<file path="src/rtl/logcap_trigger_sequencer_if.sv">
// logcap_trigger_sequencer_if: config, arm/abort, sample and status signals of the trigger sequencer
interface logcap_trigger_sequencer_if #(
    parameter int SAMPLE_WIDTH = 16,
    parameter int STAGE_W      = 4
);
    logic                    cfg_we;
    logic [STAGE_W-1:0]      cfg_stage;
    logic [1:0]              cfg_field;
    logic [SAMPLE_WIDTH-1:0] cfg_data;
    logic [STAGE_W-1:0]      cfg_last_stage;
    logic                    arm;
    logic                    abort;
    logic                    sample_valid;
    logic [SAMPLE_WIDTH-1:0] sample_data;
    logic                    idle;
    logic                    running;
    logic                    triggered;
    logic                    trig_pulse;
    logic [STAGE_W-1:0]      current_stage;
    logic [31:0]             trigger_index;
    logic                    cfg_err;

    modport master (
        output cfg_we, cfg_stage, cfg_field, cfg_data, cfg_last_stage, arm, abort, sample_valid, sample_data,
        input  idle, running, triggered, trig_pulse, current_stage, trigger_index, cfg_err
    );
    modport slave (
        input  cfg_we, cfg_stage, cfg_field, cfg_data, cfg_last_stage, arm, abort, sample_valid, sample_data,
        output idle, running, triggered, trig_pulse, current_stage, trigger_index, cfg_err
    );
endinterface

</file>
<file path="src/rtl/logcap_trigger_sequencer.sv">
// logcap_trigger_sequencer: multi-stage pattern/edge/occurrence trigger feeding the capture FSM
module logcap_trigger_sequencer #(
    parameter int SAMPLE_WIDTH = 16,
    parameter int NUM_STAGES   = 4,
    parameter int COUNT_WIDTH  = 16,
    parameter int STAGE_W      = 4
) (
    input logic clk,
    input logic reset,
    logcap_trigger_sequencer_if.slave bus
);
    localparam int DEPTH = 2 ** STAGE_W;
    localparam logic [STAGE_W:0] NS = (STAGE_W + 1)'(NUM_STAGES);
    localparam logic [STAGE_W-1:0] LAST_MAX = STAGE_W'(NUM_STAGES - 1);
    localparam logic [8:0] SW = 9'(SAMPLE_WIDTH);

    typedef enum logic [1:0] {IDLE, RUN, TRIG} state_t;
    state_t state;

    logic [SAMPLE_WIDTH-1:0] pattern [DEPTH];
    logic [SAMPLE_WIDTH-1:0] care    [DEPTH];
    logic [10:0]             ctrl    [DEPTH];
    logic [COUNT_WIDTH-1:0]  count   [DEPTH];

    logic [STAGE_W-1:0]      last_stage;
    logic [COUNT_WIDTH-1:0]  occ;
    logic [31:0]             sample_idx;
    logic [SAMPLE_WIDTH-1:0] prev_data;
    logic                    prev_valid;

    logic                    wr_ok;
    logic [10:0]             ctl;
    logic [COUNT_WIDTH-1:0]  need_m1;
    logic [SAMPLE_WIDTH-1:0] sel;
    logic                    cur_bit, prev_bit, pattern_hit, edge_hit, hit, done;

    assign wr_ok = bus.cfg_we && state == IDLE && {1'b0, bus.cfg_stage} < NS;

    always_comb begin
        ctl         = ctrl[bus.current_stage];
        need_m1     = count[bus.current_stage] == '0 ? '0 : count[bus.current_stage] - COUNT_WIDTH'(1);
        sel         = SAMPLE_WIDTH'(1) << ctl[7:0];
        cur_bit     = |(bus.sample_data & sel);
        prev_bit    = |(prev_data & sel);
        pattern_hit = ((bus.sample_data ^ pattern[bus.current_stage]) & care[bus.current_stage]) == '0;
        edge_hit    = prev_valid && ({1'b0, ctl[7:0]} < SW) && (ctl[8] ? cur_bit && !prev_bit : prev_bit && !cur_bit);
        hit         = (!ctl[10] || pattern_hit) && (!ctl[9] || edge_hit);
        done        = hit && occ >= need_m1;
    end

    always_ff @(posedge clk or posedge reset) begin
        if (reset) begin
            for (int i = 0; i < DEPTH; i++) begin
                pattern[i] <= '0;
                care[i]    <= '0;
                ctrl[i]    <= '0;
                count[i]   <= '0;
            end
            bus.cfg_err <= 1'b0;
        end else begin
            bus.cfg_err <= bus.cfg_we && !wr_ok;
            if (wr_ok) begin
                case (bus.cfg_field)
                    2'd0:    pattern[bus.cfg_stage] <= bus.cfg_data;
                    2'd1:    care[bus.cfg_stage]    <= bus.cfg_data;
                    2'd2:    ctrl[bus.cfg_stage]    <= bus.cfg_data[10:0];
                    default: count[bus.cfg_stage]   <= bus.cfg_data[COUNT_WIDTH-1:0];
                endcase
            end
        end
    end

    always_ff @(posedge clk or posedge reset) begin
        if (reset) begin
            state             <= IDLE;
            bus.idle          <= 1'b1;
            bus.running       <= 1'b0;
            bus.triggered     <= 1'b0;
            bus.trig_pulse    <= 1'b0;
            bus.current_stage <= '0;
            bus.trigger_index <= '0;
            last_stage        <= '0;
            occ               <= '0;
            sample_idx        <= '0;
            prev_data         <= '0;
            prev_valid        <= 1'b0;
        end else begin
            bus.trig_pulse <= 1'b0;
            if (bus.abort) begin
                state         <= IDLE;
                bus.idle      <= 1'b1;
                bus.running   <= 1'b0;
                bus.triggered <= 1'b0;
            end else if (bus.arm && state != RUN) begin
                state             <= RUN;
                bus.idle          <= 1'b0;
                bus.running       <= 1'b1;
                bus.triggered     <= 1'b0;
                bus.current_stage <= '0;
                occ               <= '0;
                sample_idx        <= '0;
                prev_valid        <= 1'b0;
                last_stage        <= {1'b0, bus.cfg_last_stage} < NS ? bus.cfg_last_stage : LAST_MAX;
            end else if (state == RUN && bus.sample_valid) begin
                prev_data  <= bus.sample_data;
                prev_valid <= 1'b1;
                sample_idx <= &sample_idx ? sample_idx : sample_idx + 32'd1;
                if (done && bus.current_stage == last_stage) begin
                    state             <= TRIG;
                    bus.running       <= 1'b0;
                    bus.triggered     <= 1'b1;
                    bus.trig_pulse    <= 1'b1;
                    bus.trigger_index <= sample_idx;
                end else if (done) begin
                    bus.current_stage <= bus.current_stage + STAGE_W'(1);
                    occ               <= '0;
                end else if (hit) begin
                    occ <= occ + COUNT_WIDTH'(1);
                end
            end
        end
    end
endmodule

</file>
<file path="src/flat_wrapper.sv">
// flat-port wrapper written by rule: the top's interface ports become plain ports
module logcap_trigger_sequencer_flat 
#(
    parameter int SAMPLE_WIDTH = 16,
    parameter int NUM_STAGES   = 4,
    parameter int COUNT_WIDTH  = 16,
    parameter int STAGE_W      = 4
)
  (clk, reset, bus_cfg_we, bus_cfg_stage, bus_cfg_field, bus_cfg_data, bus_cfg_last_stage, bus_arm, bus_abort, bus_sample_valid, bus_sample_data, bus_idle, bus_running, bus_triggered, bus_trig_pulse, bus_current_stage, bus_trigger_index, bus_cfg_err);
  logcap_trigger_sequencer_if #(.SAMPLE_WIDTH(SAMPLE_WIDTH), .STAGE_W(STAGE_W)) bus_i ();
  input logic clk;
  input logic reset;
  input wire logic [$bits(bus_i.cfg_we)-1:0] bus_cfg_we;
  input wire logic [$bits(bus_i.cfg_stage)-1:0] bus_cfg_stage;
  input wire logic [$bits(bus_i.cfg_field)-1:0] bus_cfg_field;
  input wire logic [$bits(bus_i.cfg_data)-1:0] bus_cfg_data;
  input wire logic [$bits(bus_i.cfg_last_stage)-1:0] bus_cfg_last_stage;
  input wire logic [$bits(bus_i.arm)-1:0] bus_arm;
  input wire logic [$bits(bus_i.abort)-1:0] bus_abort;
  input wire logic [$bits(bus_i.sample_valid)-1:0] bus_sample_valid;
  input wire logic [$bits(bus_i.sample_data)-1:0] bus_sample_data;
  output wire logic [$bits(bus_i.idle)-1:0] bus_idle;
  output wire logic [$bits(bus_i.running)-1:0] bus_running;
  output wire logic [$bits(bus_i.triggered)-1:0] bus_triggered;
  output wire logic [$bits(bus_i.trig_pulse)-1:0] bus_trig_pulse;
  output wire logic [$bits(bus_i.current_stage)-1:0] bus_current_stage;
  output wire logic [$bits(bus_i.trigger_index)-1:0] bus_trigger_index;
  output wire logic [$bits(bus_i.cfg_err)-1:0] bus_cfg_err;
  assign bus_i.cfg_we = bus_cfg_we;
  assign bus_i.cfg_stage = bus_cfg_stage;
  assign bus_i.cfg_field = bus_cfg_field;
  assign bus_i.cfg_data = bus_cfg_data;
  assign bus_i.cfg_last_stage = bus_cfg_last_stage;
  assign bus_i.arm = bus_arm;
  assign bus_i.abort = bus_abort;
  assign bus_i.sample_valid = bus_sample_valid;
  assign bus_i.sample_data = bus_sample_data;
  assign bus_idle = bus_i.idle;
  assign bus_running = bus_i.running;
  assign bus_triggered = bus_i.triggered;
  assign bus_trig_pulse = bus_i.trig_pulse;
  assign bus_current_stage = bus_i.current_stage;
  assign bus_trigger_index = bus_i.trigger_index;
  assign bus_cfg_err = bus_i.cfg_err;
  logcap_trigger_sequencer #(.SAMPLE_WIDTH(SAMPLE_WIDTH), .NUM_STAGES(NUM_STAGES), .COUNT_WIDTH(COUNT_WIDTH), .STAGE_W(STAGE_W)) u_core (.clk(clk), .reset(reset), .bus(bus_i));
endmodule
</file>
<file path="config.mk">
export PLATFORM = sky130hd
export DESIGN_NAME = logcap_trigger_sequencer_flat
export DESIGN_NICKNAME = d
export VERILOG_FILES = /design/src/rtl/logcap_trigger_sequencer_if.sv /design/src/rtl/logcap_trigger_sequencer.sv /design/src/flat_wrapper.sv
export SDC_FILE = /design/constraint.sdc
export NUM_CORES = 2
export LEC_CHECK = 0
export BUFFER_PORTS_ARGS = -buffer_cell sky130_fd_sc_hd__buf_2
export CORE_MARGIN = 2
export CORE_UTILIZATION = 40
export DETAILED_ROUTE_END_ITERATION = 8
export PLACE_DENSITY = 0.58
export SETUP_SLACK_MARGIN = 0.02
export SYNTH_ARGS = -nofsm -noshare
export SYNTH_HDL_FRONTEND = slang
export SYNTH_SLANG_ARGS = --single-unit
</file>
<file path="constraint.sdc">
create_clock -name clk -period 76.3 [get_ports clk]
set_clock_uncertainty 0.2 [all_clocks]
set_input_delay 15.26 -clock clk [delete_from_list [all_inputs] [get_ports clk]]
set_output_delay 15.26 -clock clk [all_outputs]
set_load 0.05 [all_outputs]
</file>
==> results.sh <==
export IMPL_finalWorstSetupSlack_ns=56.46
export IMPL_grt_pass1_wl_um=136000
export IMPL_r2r_end="u_core.bus.trigger_index[23]"
export IMPL_setup_tns_ns=0
export IMPL_grt_max_degree=181
export IMPL_dp_hpwl_um=54000
export IMPL_finalCriticalPeriod_ns=19.84
export IMPL_fin_util_pct=42.8
export IMPL_r2r_slack_ns=68.11
export IMPL_ys_flop_type="dfrtp_1"
export IMPL_ir_worst_vdd_v=0.0000214
export IMPL_yosysWarningCount=0
export IMPL_cts_tree="yes"
export IMPL_fp_coreArea_um2=107000
export IMPL_cts_hold_buffers=0
export IMPL_drive_gt1_share_pct=31.8
export IMPL_maxCapViolations=0
export IMPL_synthTopCellsByCount="dfrtp_1, clkbuf_1, mux2_2"
export IMPL_finalMaxSlewViolations=0
export IMPL_grt_setup_unrepaired="false"
export IMPL_drt_iter0_drc=1243
export IMPL_numPortBuffers=88
export IMPL_cts_max_path_buffers=3
export IMPL_num_rows=120
export IMPL_grt_pass1_vias=22800
export IMPL_yosysMostFrequentCell="dfrtp_1"
export IMPL_syn_num_nets=3190
export IMPL_gp_congestion=0.806
export IMPL_wl_per_cell_um=20.9
export IMPL_antenna_found_initial=12
export IMPL_netlist_instances=3121
export IMPL_period_share_pct=26.0
export IMPL_io_pin_count=89
export IMPL_clk_pin_slew_worst_paths_ns=0.06
export IMPL_setup_violations=0
export IMPL_start_kind="input port"
export IMPL_synth_area_leaders="dfrtp_1, mux4_2, mux2_2, clkbuf_1, xor2_1"
export IMPL_grt_remaining_overflow=0
export IMPL_leakagePower_nw=22.0
export IMPL_gr_usage_all_layers_pct=15.8
export IMPL_dr_pass1_iters=4
export IMPL_post_place_ws_ns=55.68
export IMPL_critPathArrivalTime_ns=20.18
export IMPL_insertion_delay_ns=0.68
export IMPL_setup_worst_path_end="u_core.bus.trigger_index[23]"
export IMPL_synth_edf_count=0
export IMPL_antenna_left=0
export IMPL_startpoint="bus_sample_data[15]"
export IMPL_max_freq_ghz=0.0504
export IMPL_critPathKind="input port to flop"
export IMPL_via_per_inst=4.99
export IMPL_initial_utilization_pct=40.2
export IMPL_synth_cell_types=72
export IMPL_num_vias=20100
export IMPL_powerDensity_nw_per_um2=29.7
export IMPL_crit_required_ns=76.64
export IMPL_reg2reg_depth=14
export IMPL_cts_sinks=1054
export IMPL_fp_dieH_um=331
export IMPL_fin_nets=2596
export IMPL_cts_root_buffer_cell="clkbuf_16"
export IMPL_fin_total_pwr_mw=1.36
export IMPL_synth_top_area_cell="dfrtp_1"
export IMPL_seq_area_frac_synth_pct=61.6
export IMPL_cts_max_level=3
export IMPL_slew_headroom_pct=28.9
export IMPL_cp_end_kind="flop"
export IMPL_cts_buffers=107
export IMPL_outcome="completed"
export IMPL_fp_dieW_um=331
export IMPL_r2r_start="u_core.bus.current_stage[1]"
export IMPL_drc_errors=0
export IMPL_synth_top_area_share_pct=61.5
export IMPL_routed_wl_um=83900
export IMPL_dieArea_um2=110000
export IMPL_synth_async_reset_ratio_pct=100
export IMPL_hold_path_class="flop to flop"
export IMPL_hold_violations=0
export IMPL_synthesis_area_um2=42800
export IMPL_critPathMaxFanout=32
export IMPL_areaGrowthSynthToFinish_pct=6.47
export IMPL_synth_seq_cells=1054
export IMPL_postCtsSetupBuffers=0
export IMPL_synth_avg_cell_area_um2=13.7
export IMPL_worstMarginPinSlew_ns=1.07
export IMPL_cts_resized=0
## through the flow
stage | cells | hold slack (ns) | area, µm²
4_1_cts | 4017 | 0.175 | 45600
2_1_floorplan | 3121 | 0.222 | 42800
3_3_place_gp | 3821 | 0.160 | 42100
5_1_grt | 4017 | 0.178 | 45600
6_report | 4019 | 0.169 | 45600
3_5_place_dp | 3821 | 0.162 | 42100
## worst min-delay path by stage
stage	end	from	slack, ns	cells past startpoint
3_3_place_gp	u_core.count[159]	u_core.count[159]	0.16	0
4_1_cts	u_core.count[87]	u_core.count[87]	0.18	0
6_report	u_core.pattern[60]	u_core.pattern[60]	0.17	0
3_5_place_dp	u_core.care[146]	u_core.care[146]	0.16	0
5_1_grt	u_core.pattern[46]	u_core.pattern[46]	0.18	0
2_1_floorplan	u_core.care[15]	u_core.care[15]	0.22	1
## cell families after synthesis
logic type / share of synthesized area (%)
buf+inv: 8.09
compound gates: 3.14
fa+ha+maj: 0.613
flops: 61.6
mux: 20.4
simple gates: 3.80
xor+xnor: 2.35
## registers in the layout, indices dropped and copies added (netlist names), 2 cells and up
signal                    count
u_core.bus.current_stage      4
u_core.bus.trigger_index     32
u_core.care                 256
u_core.count                256
u_core.ctrl                 176
u_core.last_stage             4
u_core.occ                   16
u_core.pattern              256
u_core.prev_data             16
u_core.sample_idx            32
u_core.state                  2
## worst max-delay path, cell delays in order
cell and delay [ns]:
buf_2 0.34, xor2_1 0.11, a221oi_1 0.31, a21oi_1 0.10, mux4_2 0.51, or4_1 0.57
nor4b_1 0.50, nor3b_1 0.12, buf_4 0.19, a2111oi_4 0.57, nor2_4 0.15, or3_2 0.94
mux2_4 0.45
## metal layers
layer / share of wire (%) / track usage [%] / vias up
li1: - / - / 9135
met1: 47 / 22.7 / 10400
met2: 47 / 24.7 / 340
met3: 3.8 / 2.66 / 131
met4: 2.2 / 4.68 / 12
met5: 0.096 / 0 / -
## where the power goes
part	leakage, nW	internal, mW	switching, mW	total [mW]
combinational	5.69	0.0966	0.140	0.237
sequential	14.6	0.574	0.0243	0.598
clock	1.73	0.303	0.219	0.522
total	22.0	0.973	0.383	1.36
## layout by cell type (no fill, tap or decap), types with 38 or more instances in the layout
cell and instances:
buf_4 38, xor2_1 92, mux2i_1 56, dfrtp_1 1049, clkbuf_16 108, nor2_1 64, mux4_2 218, nand2_1 60
mux2_2 252, nand3_1 53, buf_2 88
## area by class of cell
type / instances / area [µm²]
multi-input cells: 1201 / 13000
diodes: 2 / 5.00
repair buffers: 129 / 786
clock buffers: 141 / 2980
inverters: 34 / 135
flip-flops and latches: 1054 / 26400
well taps: 1403 / 1760
fillers: 9350 / 61000
clock inverters: 55 / 563
Power figures use the tool's default switching activity.
